--- config.mk ---
export PLATFORM = sky130hd
export DESIGN_NAME = moving_average_sequencer
export DESIGN_NICKNAME = d
export VERILOG_FILES = /design/src/rtl/moving_average_sequencer.sv
export SDC_FILE = /design/constraint.sdc
export NUM_CORES = 1
export LEC_CHECK = 0
export ABC_AREA = 0
export CAP_MARGIN = 40
export CORE_MARGIN = 5
export CORE_UTILIZATION = 45
export CTS_BUF_LIST = sky130_fd_sc_hd__clkbuf_2
export CTS_CLUSTER_DIAMETER = 40
export DETAILED_ROUTE_END_ITERATION = 7
export PLACE_DENSITY = 0.79
export SLEW_MARGIN = 20
export SYNTH_ARGS = -nofsm -noshare
export SYNTH_HDL_FRONTEND = slang
export SYNTH_SLANG_ARGS = --single-unit
--- constraint.sdc ---
create_clock -name clk -period 5.4 [get_ports clk]
set_input_delay 1.08 -clock clk [delete_from_list [all_inputs] [get_ports clk]]
set_output_delay 1.08 -clock clk [all_outputs]
set_load 0.005 [all_outputs]
--- src/rtl/moving_average_sequencer.sv ---
// Moving-average sequencer: prescaled sample tick, read-oldest/write-new over a 1-latency window RAM, running sum.
// Optional MOVAVG_ROUND_EN rounds the average instead of truncating; tick -> avg_valid is 3 cycles.
module moving_average_sequencer #(
  parameter int          WIDTH      = 8,
  parameter int          DEPTH_LOG2 = 3,
  parameter logic [23:0] MAX_COUNT  = 24'd10_000_000
) (
  input  logic                  clk,
  input  logic                  reset,
  input  logic                  ena,
  input  logic [7:0]            rate_sel,
  input  logic                  clear,
  input  logic [WIDTH-1:0]      sample_in,
  output logic [DEPTH_LOG2-1:0] buf_addr,
  output logic                  buf_re,
  output logic                  buf_we,
  output logic [WIDTH-1:0]      buf_wdata,
  input  logic [WIDTH-1:0]      buf_rdata,
  output logic                  tick,
  output logic                  busy,
  output logic [WIDTH-1:0]      avg_out,
  output logic                  avg_valid,
  output logic [DEPTH_LOG2:0]   fill_count,
  output logic                  overrun
);

  localparam int SUM_W = WIDTH + DEPTH_LOG2;
  localparam logic [DEPTH_LOG2:0] FULL = (DEPTH_LOG2 + 1)'(1 << DEPTH_LOG2);

  typedef enum logic [1:0] {IDLE, RD, UPD} state_t;

  state_t                state;
  logic [23:0]           cnt;
  logic [23:0]           compare;
  logic [WIDTH-1:0]      sample_q;
  logic [SUM_W-1:0]      sum;
  logic [SUM_W-1:0]      sum_next;
  logic [DEPTH_LOG2-1:0] wr_ptr;
  logic [WIDTH-1:0]      old_sample;
  logic [WIDTH-1:0]      avg_next;

  assign compare = (rate_sel == 8'd0) ? MAX_COUNT : {6'b0, rate_sel, 10'b0};
  // >= rather than == so a lowered compare value ticks at once instead of wrapping
  assign tick    = ena && (cnt >= compare);

  assign busy      = (state != IDLE);
  assign buf_addr  = wr_ptr;
  assign buf_re    = (state == RD);
  assign buf_we    = (state == UPD) && !clear;
  assign buf_wdata = sample_q;

  // Stale RAM contents after a clear are masked until the window has refilled
  assign old_sample = (fill_count == FULL) ? buf_rdata : '0;
  assign sum_next   = sum + SUM_W'(sample_q) - SUM_W'(old_sample);

`ifdef MOVAVG_ROUND_EN
  localparam logic [SUM_W:0] HALF = (SUM_W + 1)'(1 << (DEPTH_LOG2 - 1));
  logic [WIDTH:0] rounded;
  assign rounded  = (WIDTH + 1)'(({1'b0, sum_next} + HALF) >> DEPTH_LOG2);
  assign avg_next = rounded[WIDTH] ? '1 : rounded[WIDTH-1:0];
`else
  assign avg_next = WIDTH'(sum_next >> DEPTH_LOG2);
`endif

  always_ff @(posedge clk) begin
    if (reset) begin
      state      <= IDLE;
      cnt        <= '0;
      sample_q   <= '0;
      sum        <= '0;
      wr_ptr     <= '0;
      fill_count <= '0;
      avg_out    <= '0;
      avg_valid  <= 1'b0;
      overrun    <= 1'b0;
    end else begin
      if (ena) cnt <= tick ? 24'd0 : cnt + 24'd1;
      avg_valid <= 1'b0;
      if (clear) begin
        state      <= IDLE;
        sum        <= '0;
        wr_ptr     <= '0;
        fill_count <= '0;
      end else begin
        if (tick && busy) overrun <= 1'b1;
        case (state)
          IDLE: begin
            if (tick) begin
              sample_q <= sample_in;
              state    <= RD;
            end
          end
          RD: state <= UPD;
          UPD: begin
            sum        <= sum_next;
            wr_ptr     <= wr_ptr + 1'b1;
            fill_count <= (fill_count == FULL) ? FULL : fill_count + 1'b1;
            avg_out    <= avg_next;
            avg_valid  <= 1'b1;
            state      <= IDLE;
          end
          default: state <= IDLE;
        endcase
      end
    end
  end

endmodule

Yosys cells after proc, flatten, opt, wreduce, memory -nomap -nowiden. Index checks and enable logic that the tools add are counted.

Register bits: 62. Bits of input ports: 28. Output and inout port bits: 29. Word-level logic and storage cells: 38.

Add/subtract/negate cells: 5. $lt $le $gt $ge: 1. Eq/ne operators: 4. Muxes and demuxes: 7. Bitwise gates (word level): 1. Reductions and logical operators: 11.

Operators by type and width (number): $mux 24 (2); $add 24x1->24 const B (1); $ge 24x24->1 (1); $add 11x8->11 (1); $sub 11x8->11 (1); $logic_not 8->1 (1); $mux 8 (1); $add 4x1->4 const B (1); $eq 4x4->1 const B (1); $mux 4 (1); $pmux 2 s2 (1); $reduce_and 2->1 (2); $add 3x1->3 const B (1); $logic_and 1x1->1 (3); $reduce_and 3->1 (1); $eq 2x1->1 const B (1); $eq 2x2->1 const B (1); $logic_not 2->1 (1); $mux 2 (1); $ne 2x2->1 const B (1); $reduce_bool 2->1 (1); $reduce_or 2->1 (1); $logic_not 1->1 (1); $mux 1 (1); $not 1->1 (1).

Logic depth before layout (Yosys ltp). Gate-level depths: netlist of run 1.

Depth in word-level cells: 6. Gate-level depth with buffers: 16. Mapped depth without buffers: 15.

Worst setup path before layout of run 1. No wires, ideal clock.

Kind: input to output. Start: input rate_sel[4]. End: output tick. Data arrival time: 3.072 ns. Required time: 4.320 ns. Slack: 1.248 ns. Stages: 8. Path buffers: 0. Cells stage by stage: or4_1 nor2_1 nor2_1 ha_1 a21oi_1 a21boi_0 o31ai_1 nand2_1.

Longest elaborated chain between the ends: 4.

RTL lines: start, declared (RTL line 11) `input logic [7:0] rate_sel,`; $logic_not 8->1 (RTL line 42) `assign compare = (rate_sel == 8'd0) ? MAX_COUNT : {6'b0, rate_sel, 10'b0};`; $mux 24 * (RTL line 42); $ge 24x24->1 * (RTL line 44) `assign tick = ena && (cnt >= compare);`; $logic_and 1x1->1 * (RTL line 44); end, declared (RTL line 19) `output logic tick,`.

Every way passes the cells marked *; elsewhere a longest branch is shown, timed or not.

Worst setup path after layout of run 1.
Start: input rate_sel[1]. End: output tick.

The elaborated chain is that of the path after synthesis.

==> results of run 1 <==
[cell usage in the layout (no fill, tap or decap), drive strengths merged, types with 4 or more instances in the layout]
cell type	instances
inv	54
buf	5
xor2	12
nand3	14
a211oi	4
ha	29
nand3b	4
clkdlybuf4s50	56
dfxtp	62
a21oi	27
nand2b	22
o31ai	4
clkbuf	10
and2	9
nand2	44
nor3	13
xnor2	18
mux2i	10
fa	8
o21ai	5
and3	7
nor2	53
nand4	8
[power by group through the flow]
stage               registers [mW]  clock network, mW  logic (mW)
floorplan                    0.471                  0      0.0245
finish                       0.461              0.251      0.0522
detailed placement           0.471                  0      0.0513
global placement             0.471                  0      0.0487
CTS                          0.461              0.266      0.0517
global route                 0.462              0.283      0.0577
[metal layers]
layer  up-vias  global-route usage [%]
met3        10                    4.64
li1       1616                       -
met5         -                       0
met2        60                    32.1
met1      1477                    17.9
met4         0                    5.73
[per-stage QoR]
| stage | cell area, um2 | worst slack [ns] | instances | utilization (%) |
|---|---|---|---|---|
| finish | 4500 | 0.237 | 619 | 55.4 |
| global route | 4500 | 0.00507 | 619 | 55.4 |
| CTS | 4490 | 0.212 | 618 | 55.2 |
| detailed placement | 4400 | 0.222 | 605 | 54.1 |
| global placement | 4390 | 0.387 | 604 | 53.9 |
| floorplan | 3730 | 1.25 | 453 | - |
[logic make-up (layout without fill, tap and decap cells)]
group,after synthesis,count (layout),synth area share [%]
AND/OR/NAND/NOR,190,190,26.0
flip-flops,62,62,33.3
adder cells (fa/ha/maj),37,37,14.0
multiplexers,10,10,2.69
XOR/XNOR,30,30,7.05
buffers and inverters,67,128,6.92
AO/OA/AOI/OAI,57,57,10.0
[registers in the layout (all words and copies together) (netlist names)]
name	count
overrun	1
avg_out	8
state	2
avg_valid	1
buf_wdata	8
buf_addr	3
cnt	24
sum	11
fill_count	4
[tightest hold or removal path, cell delays in order (launching register included)]
cell     delay, ns
dfxtp_1       0.34
inv_1         0.05
a21oi_1       0.05
[cells in the mapped netlist (2+ instances only)]
cell / number
and3_1: 7
nand3b_1: 4
or4_1: 2
a21o_1: 3
or2_2: 2
xor2_1: 12
nand4_1: 8
nor2_1: 49
inv_1: 54
nand2b_1: 22
mux2i_1: 10
nor2b_1: 3
nand3_1: 13
nor3_1: 12
o21a_1: 3
and2_1: 9
o21ai_0: 5
a211o_1: 3
xnor2_1: 18
a21oi_1: 27
nor2_2: 4
o211ai_1: 2
clkbuf_1: 9
ha_1: 29
or3_1: 2
fa_1: 8
nand2_1: 44
nand4b_1: 2
buf_2: 2
dfxtp_1: 62
a211oi_1: 2
o31ai_1: 4
[worst paths after layout]
kind	from	end	slack, ns	depth (start not counted)
worst min-delay path	overrun$_SDFFE_PP0P_	overrun$_SDFFE_PP0P_	0.46	2
worst max register to register	fill_count[0]$_SDFFE_PP0P_	sum[9]$_SDFFE_PP0P_	1.68	13
worst min register to register	overrun$_SDFFE_PP0P_	overrun$_SDFFE_PP0P_	0.46	2
worst max-delay path	rate_sel[1]	tick	0.24	11
[cell type report]
cell class,count,share of cell area (%)
Clock inverter,3,0.861
Tap cell,105,2.92
Clock buffer,10,1.11
Multi-Input combinational cell,324,49.4
Timing Repair Buffer,61,13.6
Sequential cell,62,27.6
Inverter,54,4.50
==> summary.txt, run 1 <==
Clocking
  – Clock slew at reported path FFs: 0.16 ns
  – CTS H-tree depth: 3
  – Root Driver: clkbuf_2
  – CTS buffer count: 9
  – Largest buffer count on any clock path: 2
  – Clock sink total: 62
  – Worst skew pair latency: about 0.46 ns
  – CTS hold repair buffers: 0
  – # resized after CTS: 0
  – Post-CTS setup buffers: 0
  – CTS tree: yes

Drt
  – DR top layer: met4
  – 1st-iter DRT viols: 63
  – Avg WL per Cell: around 13 um
  – Routed Antenna Nets: 0
  – DR vias: 3,163
  – Drt first pass iters: 4
  – Met1 wire length: about 3300 um
  – Met2 Routed Length: around 4100 um
  – Via density: around 5.1
  – Met3 wire len: 388 um
  – Post-Route WL: 7950 um
  – DRC viols: 0

Worst setup path
  – Worst endpoint required time: 4.32 ns
  – Worst path top cell family by delay: simple AND/OR/NAND/NOR gates
  – CP Launch Type: primary input
  – Critical Path AT: around 4.1 ns
  – WS Path Type: in -> out
  – Crit-path slowest cell: or4_1
  – Crit path capture type: primary output
  – CP bufs+invs: 3
  – Critical path cell sequence: clkdlybuf4s50_1, or4_1, nor2_1, inv_1, ha_1, and4b_1, o211ai_1, a21oi_1, a211oi_2, nand2_1, clkdlybuf4s50_1
  – Most used cell, CP: clkdlybuf4s50_1
  – CP peak stage delay: 0.55 ns
  – CP max FO: 4

Synth
  – Synth warnings: 0
  – Top_reg_cell synth: dfxtp_1
  – Seq/Total Area, Yosys: 33.3%
  – FFs w/ async S/R, synth: 0%
  – Post-synth EDFFs: 0
  – FF+latch count, synth: 62
  – Distinct cells, synth: 49
  – Largest area contributor in the netlist: dfxtp_1
  – Yosys top cell area share: around a third
  – Largest cells by area after synthesis: dfxtp_1 (33%), ha_1 (9.7%), inv_1 (5.4%)
  – Syn Area/Cell: 8.23 um2
  – Synth Net Count: 518
  – Mapped Area: 3730 um2
  – Cells after Synth: 453

Floorplanning
  – Core Rows: 33
  – I/O Pins: 57
  – Die area: between 10,000 and 15,000 um2
  – Initial Utilization: a little under half
  – Die width: 101 um
  – Chip height: 101 um
  – Core area: 8130 um2

Timing
  – RSZ-0062 raised after global routing: false
  – Fin crit period: 5.16 ns
  – Final Cycle Share: 95.6%
  – Hold violation count in the final report: 0
  – Clk_skew: 0.0249 ns
  – Hold slack final: 0.461 ns
  – Setup TNS Final: 0 ns
  – # setup viols final: 0
  – Count of final max-slew check failures: 0
  – Peak Freq: 194 MHz
  – Worst slew pin tran: 0.659 ns
  – Relative slew slack: 55.9%

GRT
  – Total GRT Usage: between 10% and 20%
  – Vias in the first global route: 3,235
  – Pin count of the biggest net entering global routing: 31
  – Initial antenna violation count: 0
  – GRT overflow: 0
  – First-pass GRT wire length: 14,100 um

Pwr
  – Register share of total power: 60.3%
  – Sw Pwr: approximately 0.18 mW
  – Clk network pwr share: between 30% and 40%
  – P per Cell Area: 170 nW/um2
  – Logic pwr share: 6.8%
  – Internal Power: 0.589 mW
  – Sw Share: 22.9%
  – Leakage: 1.77 nW
  – Max VDD drop: between 0.1 and 0.15 mV
  – PnR Total Power: around 0.76 mW

Flow run
  – Max-cap violations: 0

Layout
  – Register area: 1240 um2
  – Multi-input logic area: 2230 um2
  – Final nets: 577
  – Share of layout cells above drive strength 1: 5.64%
  – N_diodes: 0
  – Area growth from synthesis to layout: 20.9%
  – FILL cells: 774

Placement
  – Port Buffers: 56
  – Hpwl dp: 6240 um
  – GP Congestion: 0.892

Run status
  – Status: complete, no violations

Worst hold path
  – Worst Hold Class: reg -> reg
Note: power is estimated with default switching activity, not from simulation.
==> run 2: changes to the inputs <==
--- a/config.mk
+++ b/config.mk
@@ -6,12 +6,14 @@
 export NUM_CORES = 1
 export LEC_CHECK = 0
 export ABC_AREA = 0
+export ABC_CLOCK_PERIOD_IN_PS = 5400
 export CAP_MARGIN = 40
 export CORE_MARGIN = 5
 export CORE_UTILIZATION = 45
 export CTS_BUF_LIST = sky130_fd_sc_hd__clkbuf_2
 export CTS_CLUSTER_DIAMETER = 40
 export DETAILED_ROUTE_END_ITERATION = 7
+export HOLD_SLACK_MARGIN = 0.03
 export PLACE_DENSITY = 0.79
 export SLEW_MARGIN = 20
 export SYNTH_ARGS = -nofsm -noshare
==> results of run 2 <==
The final DEF is identical to that of run 1; final timing and power are the same.
==> run 3: changes to the inputs <==
--- a/config.mk
+++ b/config.mk
@@ -14,7 +14,8 @@
 export CTS_CLUSTER_DIAMETER = 40
 export DETAILED_ROUTE_END_ITERATION = 7
 export HOLD_SLACK_MARGIN = 0.03
-export PLACE_DENSITY = 0.79
+export PLACE_DENSITY = 0.68
+export REMOVE_ABC_BUFFERS = 1
 export SLEW_MARGIN = 20
 export SYNTH_ARGS = -nofsm -noshare
 export SYNTH_HDL_FRONTEND = slang
==> summary.txt, run 3 (synthesis results as in run 1) <==
Layout
  – Register area: 1240 um2
  – Top Registers: cnt x24, sum x11
  – Final nets: 576
  – Fin cells: between 600 and 700
  – Multi-input logic area: 2230 um2
  – N_diodes: 0
  – Share of layout cells above drive strength 1: 6.20%
  – Largest register by flop count: cnt
  – Most frequent cells in the layout: dfxtp_1 (62), clkdlybuf4s50_1 (56), inv_1 (54)
  – Commonest non-fill, non-tap cell in the layout: dfxtp_1
  – FILL cells: 768
  – Max FFs per register: 24
  – Area growth from synthesis to layout: 21.2%

GRT
  – Pin count of the biggest net entering global routing: 31
  – Vias in the first global route: roughly 3,100
  – Total GRT Usage: 17.1%
  – First-pass GRT wire length: between 10,000 and 15,000 um
  – GRT overflow: 0
  – Initial antenna violation count: 0

Clocking
  – Worst skew pair latency: 0.49 ns
  – Root Driver: clkbuf_2
  – CTS buffer count: 9
  – CTS tree: yes
  – CTS hold repair buffers: 0
  – Clock slew at reported path FFs: 0.17 ns
  – CTS H-tree depth: 3
  – Clock sink total: 62
  – Largest buffer count on any clock path: 2

Worst setup path
  – CP max FO: 5
  – Critical Path AT: around 4.2 ns
  – R2R depth: 13
  – Worst R2R Start: fill_count[0]$_SDFFE_PP0P_
  – Crit path capture type: primary output
  – Crit-path slowest cell: or4_1
  – Worst endpoint required time: 4.32 ns
  – CP Capture Point: tick
  – Critical path cell sequence: clkdlybuf4s50_1, or4_1, nor2_2, inv_1, ha_1, and4b_1, nand2_1, nor3_1, o31ai_2, nand2_1, clkdlybuf4s50_1
  – CP Launch Type: primary input
  – R2R setup slack: about 1.8 ns
  – Worst setup path startpoint: rate_sel[4]
  – Worst r2r dst: sum[9]$_SDFFE_PP0P_
  – CP peak stage delay: 0.54 ns
  – WS Path Type: in -> out

Drt
  – Drt first pass iters: 4
  – Post-Route WL: 8200 um
  – Avg WL per Cell: 13.2 um
  – Via density: 5.02
  – DRC viols: 0
  – Routed Antenna Nets: 0
  – DR top layer: met4
  – DR vias: approximately 3,100
  – Met1 wire length: between 3000 and 4000 um
  – 1st-iter DRT viols: 90
  – Met2 Routed Length: roughly 4100 um
  – Met3 wire len: 351 um

Timing
  – Hold slack final: 0.468 ns
  – Hold violation count in the final report: 0
  – Setup TNS Final: 0 ns
  – Relative slew slack: 53.1%
  – # setup viols final: 0
  – Peak Freq: between 150 and 200 MHz
  – Clk_skew: 0.0244 ns
  – Fin crit period: 5.24 ns
  – Worst slew pin tran: 0.702 ns
  – Final Cycle Share: 97.0%
  – Count of final max-slew check failures: 0

Pwr
  – P per Cell Area: 176 nW/um2
  – Leakage: 1.76 nW
  – Max VDD drop: 0.116 mV

Flow run
  – Max-cap violations: 0

Floorplanning
  – Die width: 101 um
  – Die area: ~10,000 um2
  – Core Rows: 33
  – Core area: ~8100 um2
  – I/O Pins: 57
  – Initial Utilization: 45.8%
  – Chip height: 101 um

Run status
  – Status: complete, no violations

Placement
  – Hpwl dp: approximately 6200 um
  – Placed cell count: 604
  – GP Congestion: 0.873
  – Port Buffers: 56

Worst hold path
  – WHS Path Cells: 2
  – Worst Hold Class: reg -> reg
run 3: changes by cell type in the layout (fill, tap and decap cells not counted):
cell / before / now
clkinv_1: 1 / 2
clkbuf_2: 10 / 9
o31ai_2: 0 / 1
buf_8: 2 / 0
buf_6: 0 / 1
nor2_1: 49 / 48
o31ai_1: 4 / 3
nor2_2: 4 / 5
clkinvlp_4: 0 / 3
run 3: worst min-delay path by stage:
stage,from,to
finish,sum[0]$_SDFFE_PP0P_,sum[0]$_SDFFE_PP0P_
CTS,sum[0]$_SDFFE_PP0P_,sum[0]$_SDFFE_PP0P_
global placement,overrun$_SDFFE_PP0P_,overrun$_SDFFE_PP0P_
detailed placement,sum[0]$_SDFFE_PP0P_,sum[0]$_SDFFE_PP0P_
global route,sum[5]$_SDFFE_PP0P_,sum[5]$_SDFFE_PP0P_
floorplan,sum[2]$_SDFFE_PP0P_,sum[2]$_SDFFE_PP0P_
run 3: worst max-delay path, delay by kind of cell:
family | cells | cell delay, ns
buf+inv | 3 | 1.07
fa+ha+maj | 1 | 0.31
simple gates | 6 | 1.49
compound gates | 1 | 0.18
run 3: per-stage QoR:
stage	setup WS, ns	util, %	area [um2]	total power [mW]
2_1_floorplan	1.25	-	3670	0.491
3_3_place_gp	0.167	53.8	4380	0.521
3_5_place_dp	0.0572	54.0	4390	0.523
4_1_cts	0.0633	55.3	4500	0.799
5_1_grt	-0.00321	55.5	4510	0.830
6_report	0.164	55.5	4510	0.793
run 3: routing by layer:
metal / track usage, % / up-vias
met3: 3.25 / 8
met4: 6.54 / 0
met1: 20.6 / 1444
li1: - / 1613
met2: 29.9 / 55
met5: 0 / -
run 3: repair_timing:
item                                    4_1_cts  5_1_grt
endpoints found under the setup margin        0        1
resized for setup                             0        2
setup buffers                                 0        1
run 3: layout make-up:
class / instances / area share, %
clock buffers: 9 / 0.998
clock inverters: 7 / 1.44
inverters: 54 / 4.49
multi-input cells: 324 / 49.5
flip-flops and latches: 62 / 27.5
well taps: 105 / 2.91
repair buffers: 60 / 13.2
run 3: where the power goes:
part	switching (mW)	leakage [nW]	internal (mW)
Sequential	0.00185	0.499	0.460
Combinational	0.0225	1.20	0.0291
Clock	0.178	0.0590	0.102
